`config.mk`:
```
export PLATFORM = sky130hd
export DESIGN_NAME = brc_seq
export DESIGN_NICKNAME = d
export VERILOG_FILES = /design/src/rtl/brc_seq.sv
export SDC_FILE = /design/constraint.sdc
export NUM_CORES = 1
export LEC_CHECK = 0
export CAP_MARGIN = 10
export CORE_MARGIN = 4
export CORE_UTILIZATION = 33
export CTS_CLUSTER_SIZE = 25
export DETAILED_ROUTE_END_ITERATION = 12
export HOLD_SLACK_MARGIN = 0.02
export SYNTH_ARGS = -nofsm -noshare
export SYNTH_HDL_FRONTEND = slang
export SYNTH_SLANG_ARGS = --single-unit
```
`constraint.sdc`:
```
create_clock -name i_clk -period 5.8 [get_ports i_clk]
set_input_delay 1.16 -clock i_clk [delete_from_list [all_inputs] [get_ports i_clk]]
set_output_delay 1.16 -clock i_clk [all_outputs]
set_load 0.03 [all_outputs]
```
`src/rtl/brc_seq.sv`:
```
// Sequential branch comparator.
// Compares two operands CHUNK bits per cycle, most significant chunk first, and stops at the
// first chunk that differs. A signed compare becomes an unsigned one by inverting both sign
// bits when the operands are captured. The captured funct3 then selects the branch outcome.
module brc_seq #(
    parameter int unsigned XLEN  = 32,
    parameter int unsigned CHUNK = 8
) (
    input  logic            i_clk,
    input  logic            i_rst,
    input  logic            i_valid,
    output logic            o_ready,
    input  logic [XLEN-1:0] i_rs1_data,
    input  logic [XLEN-1:0] i_rs2_data,
    input  logic            i_br_un,
    input  logic [2:0]      i_funct3,
    output logic            o_valid,
    input  logic            i_ready,
    output logic            o_br_less,
    output logic            o_br_equal,
    output logic            o_br_taken,
    output logic            o_br_illegal
);

    localparam int unsigned NCHUNK = XLEN / CHUNK;
    localparam int unsigned KW     = (NCHUNK > 1) ? $clog2(NCHUNK) : 1;

    // Stop elaboration if the chunk geometry cannot be sliced evenly.
    if ((CHUNK == 0) || ((XLEN % CHUNK) != 0) || ((CHUNK & (CHUNK - 1)) != 0))
    begin : gen_bad_geometry
        $error("brc_seq: CHUNK must be a power of two that divides XLEN");
    end

    typedef enum logic [1:0] {
        StIdle,
        StCmp,
        StDone
    } state_e;

    state_e          state_q, state_d;
    logic [KW-1:0]   k_q, k_d;
    logic [XLEN-1:0] a_q, a_d;
    logic [XLEN-1:0] b_q, b_d;
    logic [2:0]      funct3_q, funct3_d;
    logic            less_q, less_d;
    logic            equal_q, equal_d;

    logic [CHUNK-1:0] chunk_a;
    logic [CHUNK-1:0] chunk_b;
    logic [XLEN-1:0]  sign_bias;
    logic             last_chunk;
    logic             taken_raw;
    logic             illegal_raw;

    // Inverting the MSB maps two's-complement order onto unsigned order.
    assign sign_bias  = {~i_br_un, {(XLEN - 1){1'b0}}};
    assign last_chunk = (k_q == KW'(NCHUNK - 1));

    // Select chunk k of each operand; chunk 0 is the most significant one.
    always_comb begin
        chunk_a = '0;
        chunk_b = '0;
        for (int unsigned i = 0; i < NCHUNK; i++) begin
            if (k_q == KW'(i)) begin
                chunk_a = a_q[(NCHUNK - 1 - i) * CHUNK +: CHUNK];
                chunk_b = b_q[(NCHUNK - 1 - i) * CHUNK +: CHUNK];
            end
        end
    end

    // Next state: capture on accept, walk the chunks, hold the result until it is taken.
    always_comb begin
        state_d  = state_q;
        k_d      = k_q;
        a_d      = a_q;
        b_d      = b_q;
        funct3_d = funct3_q;
        less_d   = less_q;
        equal_d  = equal_q;
        unique case (state_q)
            StIdle: begin
                if (i_valid) begin
                    a_d      = i_rs1_data ^ sign_bias;
                    b_d      = i_rs2_data ^ sign_bias;
                    funct3_d = i_funct3;
                    k_d      = '0;
                    less_d   = 1'b0;
                    equal_d  = 1'b0;
                    state_d  = StCmp;
                end
            end
            StCmp: begin
                if (chunk_a != chunk_b) begin
                    // The first differing chunk decides the order outright.
                    less_d  = (chunk_a < chunk_b);
                    equal_d = 1'b0;
                    state_d = StDone;
                end else if (last_chunk) begin
                    less_d  = 1'b0;
                    equal_d = 1'b1;
                    state_d = StDone;
                end else begin
                    k_d = k_q + KW'(1);
                end
            end
            StDone: begin
                if (i_ready) begin
                    k_d     = '0;
                    state_d = StIdle;
                end
            end
            default: begin
                state_d = StIdle;
            end
        endcase
    end

    // State and captured request; reset discards any transaction in flight.
    always_ff @(posedge i_clk or posedge i_rst) begin
        if (i_rst) begin
            state_q  <= StIdle;
            k_q      <= '0;
            a_q      <= '0;
            b_q      <= '0;
            funct3_q <= '0;
            less_q   <= 1'b0;
            equal_q  <= 1'b0;
        end else begin
            state_q  <= state_d;
            k_q      <= k_d;
            a_q      <= a_d;
            b_q      <= b_d;
            funct3_q <= funct3_d;
            less_q   <= less_d;
            equal_q  <= equal_d;
        end
    end

    // Branch decode from the captured funct3; the compare mode was fixed at capture.
    always_comb begin
        taken_raw   = 1'b0;
        illegal_raw = 1'b0;
        case (funct3_q)
            3'b000:         taken_raw = equal_q;
            3'b001:         taken_raw = ~equal_q;
            3'b100, 3'b110: taken_raw = less_q;
            3'b101, 3'b111: taken_raw = ~less_q;
            default:        illegal_raw = 1'b1;
        endcase
    end

    // Handshake flags come straight from the state; result outputs are masked outside DONE.
    always_comb begin
        o_ready      = (state_q == StIdle);
        o_valid      = (state_q == StDone);
        o_br_less    = o_valid & less_q;
        o_br_equal   = o_valid & equal_q;
        o_br_taken   = o_valid & taken_raw;
        o_br_illegal = o_valid & illegal_raw;
    end

endmodule

```
# [After elaboration in Yosys (flattened, before gate mapping)]
# Cells that the tools add are included.
[totals] regBits=73 latch_bits=0 ram_bits=0 rom_bits=0 in_bits=72 out_inout_bits=6 n_memories=0
[classes] addsub=1 n_mul=0 div=0 n_lt_le_gt_ge=1 n_eq_ne=16 shift=0 muxes=26 bitwise_logic=9 n_reduce_logical=12
[ops] operator="$mux 8" count=8
[ops] operator="$xor 32x32->32" count=2
[ops] operator="$mux 2" count=7
[ops] operator="$eq 3x3->1 const B" count=4
[ops] operator="$pmux 2 s3" count=2
[ops] operator="$lt 8x8->1" count=1
[ops] operator="$ne 8x8->1" count=1
[ops] operator="$eq 2x2->1 const B" count=3
[ops] operator="$mux 1" count=6
[ops] operator="$ne 2x2->1 const B" count=3
[ops] operator="$reduce_and 3->1" count=2
[ops] operator="$reduce_or 6->1" count=1
[ops] operator="$reduce_and 5->1" count=1
[ops] operator="$and 1x1->1" count=4
[ops] operator="$eq 2x1->1 const B" count=2
[ops] operator="$logic_not 2->1" count=2
[ops] operator="$pmux 1 s2" count=2
[ops] operator="$pmux 1 s4" count=1
[ops] operator="$reduce_or 2->1" count=2
[ops] operator="$eq 3x1->1 const B" count=1
[ops] operator="$logic_not 3->1" count=1
[ops] operator="$ne 3x3->1 const B" count=1
[ops] operator="$not 1->1" count=3
[ops] operator="$reduce_bool 3->1" count=1
[ops] operator="other kinds (4)" count=4

# [Longest topological paths before layout]
# Gate-level depths: netlist of run 1.
[logic_depth] depth_word=8 depth_mapped=12 mapped_depth_nobuf=11

# [Least setup slack after synthesis of run 1]
# No wires, ideal clock.
[synth_path] path_type="register -> output" startpoint="register state_q[0]" endpoint="output o_br_illegal" arrival_time_ns=1.449 t_required_ns=4.640 setup_slack_ns=3.191 path_stages_with_launch=4 path_buffers=1 cell_sequence="dfrtp_1 buf_4 nand2b_1 nor3b_1"
[synth_between] elab_chain_cells=2
[synth_rtl] item="start, declared" line_no="40" text="state_e state_q, state_d;"
[synth_rtl] item="start signal, assigned" line_no="121" text="state_q <= StIdle;"
[synth_rtl] item="start signal, assigned" line_no="129" text="state_q <= state_d;"
[synth_rtl] item="$eq 2x2->1" line_no="155" text="o_valid = (state_q == StDone);"
[synth_rtl] item="$and 1x1->1" line_no="159" text="o_br_illegal = o_valid & illegal_raw;"
[synth_rtl] item="end, declared" line_no="22" text="output logic o_br_illegal"
# No other way between the ends.

# [Worst setup path after layout of run 1]
[layout_path] startpoint="register k_q[1]" endpoint="register state_q[0]"
[layout_between] elab_chain_cells=8
[layout_rtl] item="start, declared" line_no="41" text="logic [KW-1:0] k_q, k_d;"
[layout_rtl] item="start signal, assigned" line_no="130" text="k_q <= k_d;"
[layout_rtl] item="$logic_not 2->1" line_no="64" text="if (k_q == KW'(i)) begin"
[layout_rtl] item="$mux 8 (4 in series)" line_no="64"
[layout_rtl] item="$ne 8x8->1" line_no="93" text="if (chunk_a != chunk_b) begin"
[layout_rtl] item="$ne 3x3->1 (no line) or $mux 2 (tied branches)"
[layout_rtl] item="$reduce_and 3->1 (no line) or $pmux 2 s3 (tied branches)"
# Parallel ways exist; a longest one is shown, timed or not.
# A chain may end at the register's enable or synchronous reset.

==> results.yml, run 1 <==
run_status:
  status: "finished, final reports clean"
power:
  vdd_drop_max_mv: 0.3389
  p_total_mw: 2.319
  powerDensity_mw_per_mm2: 477.0
  leakage_nw: 2.287
critical_path:
  path_buf_inv: 1
  cp_data_arrival_time_ps: 3500
  crit_type: "flip-flop to flip-flop"
  reg2reg_slack_ps: 2570
  start_kind: "flip-flop"
  cp_max_fo: 27
  worst_path_most_repeated_cell: "ha_1"
  slowest_stage: "ha_1"
  slowest_delay_ps: 690
  worstPathCellList: "inv_1, ha_1, nor2b_1, a221oi_1, o31ai_1, ha_1, nand4_1, nor3_1, mux2i_1, nor2_1"
  required_ps: 6060
  endpoint_kind: "flip-flop"
  critical-path-top-delay-family: "adder cells"
timing:
  finalCritPeriodShare: 0.5577
  fin_tns_setup_ps: 0
  setup_viol: 0
  fin_crit_ps: 3235
  relSlewSlack: 0.2662
  hold_violations: 0
  fmax_mhz: 309.1
  worstMarginPinSlew_ps: 1101
  grt_setup_unrepaired: "no"
  drv_slew: 0
  fin_skew_ps: 6.637
logic_synthesis:
  netlist_instances: 437
  synth_edf_count: 0
  synth.cell_area_sq_mm: 0.003706
  synth.distinct_cells: 36
  ys_seq_area_frac: 0.4929
  syn_nets: 521
  yosys_warnings: 0
  synth_ff_type: "dfrtp_1"
  ys_async_sr_fraction: 1.000
  synth.avg_cell_area_sq_um: 8.481
  yosys_register_bits: 73
route:
  wl_per_cell_um: 13.62
  dr.pass1.iters: 4
  vias: 3008
  postRouteAntennaNets: 0
  first_iter_violations: 200
  postRouteWirelength_mm: 8.810
  viasPerCell: 4.649
  drc: 0
finish:
  mostFrequentLayoutCell: "nand2_1"
  syn2layout_area_growth_pct: 31.20
  final_net_count: 586
  mostFrequentLayoutCells: "nand2_1 (218), clkdlybuf4s50_1 (77), dfrtp_1 (73)"
  post_route_cells_drive_above_1_share: 0.04931
  antennaDiodeCount: 0
  stdcell_area_sq_mm: 0.004862
  nFillCells: 1103
min_path:
  hp-class: "flip-flop to flip-flop"
job:
  drv_cap: 0
global_route:
  grt_pass1_vias: 3083
  grt_max_degree: 71
  antenna_found_initial: 0
  overflow: 0
  grt_pass1_wl_mm: 14.59
  grt_util_all_layers: 0.1418
clock_tree:
  ctsResizeCount: 0
  cts_root_buf: "clkbuf_16"
  postCtsHoldBufs: 0
  htreeDepth: 3
  clkLatencyLatePin_ps: 330
  cts_tree: "built"
  clk_pin_slew_ps: 60
  cts_sinks: 73
  numCtsBuffers: 9
  clockBufferDepth: 2
  cts_setup_buffers: 0
die:
  start_util: 0.3389
  core-area_sq_mm: 0.01094
  die_w_um: 114.0
  ioPinCount: 78
  die-area_sq_mm: 0.01299
  num_rows: 38
  dieHeight_um: 114.0
place:
  numPortBuffers: 77
  hpwl_mm: 6.387
  gp_congestion: 0.8127
  dpl_cell_area_sq_mm: 0.004498
[worst paths after layout]
| kind | start | endpoint | cells past startpoint |
|---|---|---|---|
| worst min-delay path | b_q[31] | b_q[31] | 2 |
| worst max register to register | k_q[1] | state_q[0] | 10 |
| worst max-delay path | k_q[1] | state_q[0] | 10 |
| max in group asynchronous | i_rst | a_q[17] | 3 |
| min in group asynchronous | i_rst | funct3_q[1] | 2 |
| worst min register to register | b_q[31] | b_q[31] | 2 |
[synth_stat cells (2+ instances only)]
master / instances / area share
nand2_1: 219 / 0.22
dfrtp_1: 73 / 0.49
o21ai_0: 17 / 0.023
a21oi_1: 14 / 0.019
ha_1: 12 / 0.041
mux2i_1: 11 / 0.030
and3b_1: 8 / 0.019
buf_2: 8 / 0.011
nor2b_1: 8 / 0.014
clkbuf_1: 7 / 0.0071
o31ai_1: 7 / 0.014
a221oi_1: 6 / 0.014
buf_6: 6 / 0.018
nor2_1: 6 / 0.0061
buf_4: 4 / 0.0081
inv_1: 4 / 0.0041
xor2_1: 3 / 0.0071
and2_1: 2 / 0.0034
nand3b_1: 2 / 0.0041
nor3_1: 2 / 0.0027
o21ai_1: 2 / 0.0027
xnor2_1: 2 / 0.0047
[report_power, final]
part	switching [mW]	internal [mW]
Clock	0.214	0.422
Combinational	0.443	0.337
Sequential	0.158	0.744
[per-layer routing]
| metal | wire (um) | vias up | GRT usage |
|---|---|---|---|
| met5 | 0 | - | 0 |
| met4 | 108 | 0 | 0.04038 |
| met3 | 334 | 7 | 0.03926 |
| met2 | 4218 | 58 | 0.2295 |
| met1 | 4149 | 1396 | 0.1865 |
| li1 | - | 1547 | - |
[worst register-to-register path, delay by kind of cell, from the launching register on]
family | cells | cell delay (ps)
muxes | 1 | 150
adders and majority gates | 2 | 1050
AOI/OAI and AO/OA | 2 | 520
DFF | 1 | 410
and+or+nand+nor | 4 | 950
buffers and inverters | 1 | 90
[sequential cells by signal, summed over array words and instances (netlist names)]
| name | count |
|---|---|
| a_q | 32 |
| b_q | 32 |
| funct3_q | 3 |
| k_q | 2 |
| state_q | 2 |
| equal_q | 1 |
| less_q | 1 |
[layout make-up]
class	count	area [sq um]	share of cell area
sequential	73	1827	0.3757
multi-input combinational	335	1703	0.3502
inverter	4	15.01	0.003088
clock buffer	10	229.0	0.04709
clock inverter	6	115.1	0.02367
timing repair buffer	79	798.3	0.1642
tap	140	175.2	0.03603
[cells by family (layout without fill, tap and decap cells)]
kind of cell    Yosys count  after routing  synth area share
simple gates            256            256            0.2934
flops                    73             73            0.4929
compound gates           51             51           0.08339
buf+inv                  29             99           0.04828
fa+ha+maj                12             12           0.04051
mux                      11             11           0.02971
xor+xnor                  5              5           0.01182
[stage by stage]
step | std cells | worst slack (ps) | hold WS, ps | util
6_report | 647 | 2565 | 470.0 | 0.4446
5_1_grt | 647 | 2275 | 502.0 | 0.4446
4_1_cts | 646 | 2548 | 477.8 | 0.4428
3_5_place_dp | 630 | 2566 | 463.0 | 0.4113
3_3_place_gp | 630 | 2786 | 456.8 | 0.4113
2_1_floorplan | 437 | 2787 | 437.9 | -
Note: power is estimated with default switching activity, not from simulation.
==> run 2: changes to the inputs <==
- clock period: 5.8 -> 2.6 ns (I/O delays scaled with it)
==> results.yml, run 2 (synthesized netlist as in run 1, its figures left out) <==
finish:
  multi_input_area_sq_mm: 0.001813
  reg_top3: "a_q x32, b_q x32, funct3_q x3"
  final_cells: 660
  post_route_cells_drive_above_1_share: 0.1038
  mostFrequentLayoutCells: "nand2_1 (218), clkdlybuf4s50_1 (77), dfrtp_1 (72)"
  antennaDiodeCount: 0
  nFillCells: 1092
  mostFrequentLayoutCell: "nand2_1"
  regArea_sq_mm: 0.001828
  syn2layout_area_growth_pct: 37.71
  final_net_count: 600
die:
  num_rows: 38
  dieHeight_um: 114.0
  die-area_sq_mm: 0.01299
  die_w_um: 114.0
  start_util: 0.3389
  ioPinCount: 78
  core-area_sq_mm: 0.01094
clock_tree:
  htreeDepth: 3
  numCtsBuffers: 9
  cts_sinks: 73
  clk_pin_slew_ps: 60
  clockBufferDepth: 2
  clkLatencyLatePin_ps: 330
  postCtsHoldBufs: 0
  cts_tree: "built"
  cts_root_buf: "clkbuf_16"
place:
  placed_cells: 639
  hpwl_mm: 6.795
  numPortBuffers: 77
  gp_congestion: 0.8714
  place_ws_ps: -251.2
timing:
  relSlewSlack: 0.6008
  finalCritPeriodShare: 0.9883
  drv_slew: 0
  hold_violations: 0
  fin_tns_setup_ps: 0
  fmax_mhz: 389.2
  setup_ws_ps: 30.32
  fin_skew_ps: 7.448
  worstMarginPinSlew_ps: 598.8
  grt_setup_unrepaired: "yes"
  fin_crit_ps: 2570
  setup_viol: 0
power:
  vdd_drop_max_mv: 0.5180
  leakage_nw: 2.381
  powerDensity_mw_per_mm2: 1049
critical_path:
  crit_type: "flip-flop to flip-flop"
  required_ps: 2840
  endpoint_kind: "flip-flop"
  start_kind: "flip-flop"
  worstPathCellList: "ha_4, buf_12, and3b_1, a21oi_2, o21ai_2, mux2i_1, ha_1, nand4_1, buf_4, nor4_4, nand2_1, o21ai_0"
  slowest_delay_ps: 430
  cp_data_arrival_time_ps: 2810
  slowest_stage: "dfrtp_1"
  cp_max_fo: 12
route:
  dr.pass1.iters: 4
  wl_per_cell_um: 14.27
  first_iter_violations: 149
  vias: 3091
  postRouteAntennaNets: 0
  postRouteWirelength_mm: 9.419
  viasPerCell: 4.683
  drc: 0
global_route:
  antenna_found_initial: 0
  grt_util_all_layers: 0.1497
  overflow: 0
  grt_max_degree: 74
  grt_pass1_vias: 3132
  grt_pass1_wl_mm: 15.30
job:
  drv_cap: 0
min_path:
  hp-class: "flip-flop to flip-flop"
run_status:
  status: "finished, final reports clean"
==> run 2: worst paths after layout <==
| path | slack, ps | cells past startpoint | start | end |
|---|---|---|---|---|
| min reg2reg | 480 | 2 | b_q[31] | b_q[31] |
| max in group asynchronous | 1690 | 3 | i_rst | a_q[14] |
| min in group asynchronous | 590 | 3 | i_rst | funct3_q[1] |
| min | 480 | 2 | b_q[31] | b_q[31] |
| max | 30 | 12 | k_q[0] | k_q[1] |
| max reg2reg | 30 | 12 | k_q[0] | k_q[1] |
==> run 2: metal layers <==
metal / vias up / routed length, um / track usage
met2: 63 / 4394 / 0.2291
met1: 1444 / 4436 / 0.2039
met3: 14 / 409 / 0.04085
met4: 0 / 179 / 0.05384
li1: 1570 / - / -
met5: - / 0 / 0
==> run 2: critical path: cells and delay by family, from the launching register on <==
| kind | cells | cell delay, ps |
|---|---|---|
| adders and majority gates | 2 | 540 |
| AOI/OAI and AO/OA | 3 | 260 |
| buffers and inverters | 2 | 370 |
| and+or+nand+nor | 4 | 750 |
| muxes | 1 | 120 |
| DFF | 1 | 430 |
==> run 2: area by class of cell <==
type / instances / area share
clock buffers: 11 / 0.04756
clock inverters: 4 / 0.01495
inverters: 4 / 0.002942
multi-input cells: 335 / 0.3552
flip-flops and latches: 73 / 0.3582
well taps: 140 / 0.03432
repair buffers: 93 / 0.1868
==> run 2: repair_timing <==
| action | in CTS | in global routing |
|---|---|---|
| resized for setup | 5 | 25 |
| pin swaps | 3 | 8 |
| setup buffers | 2 | 3 |
| gates cloned | 0 | 1 |
| endpoints found under the setup margin | 5 | 8 |
==> run 2: metrics by stage <==
step,hold slack (ps),instance area (sq um),total power [mW],util
2_1_floorplan,437.9,3706,3.287,-
3_3_place_gp,459.9,4603,3.768,0.4209
3_5_place_dp,468.2,4603,3.852,0.4209
4_1_cts,482.8,4955,5.238,0.4531
5_1_grt,506.8,5104,5.779,0.4667
6_report,476.7,5104,5.351,0.4667
==> run 2: where the power goes <==
group | switching [mW] | leakage [nW] | internal [mW]
logic | 1.11 | 1.32 | 0.874
registers | 0.384 | 0.906 | 1.66
clock network | 0.455 | 0.152 | 0.864
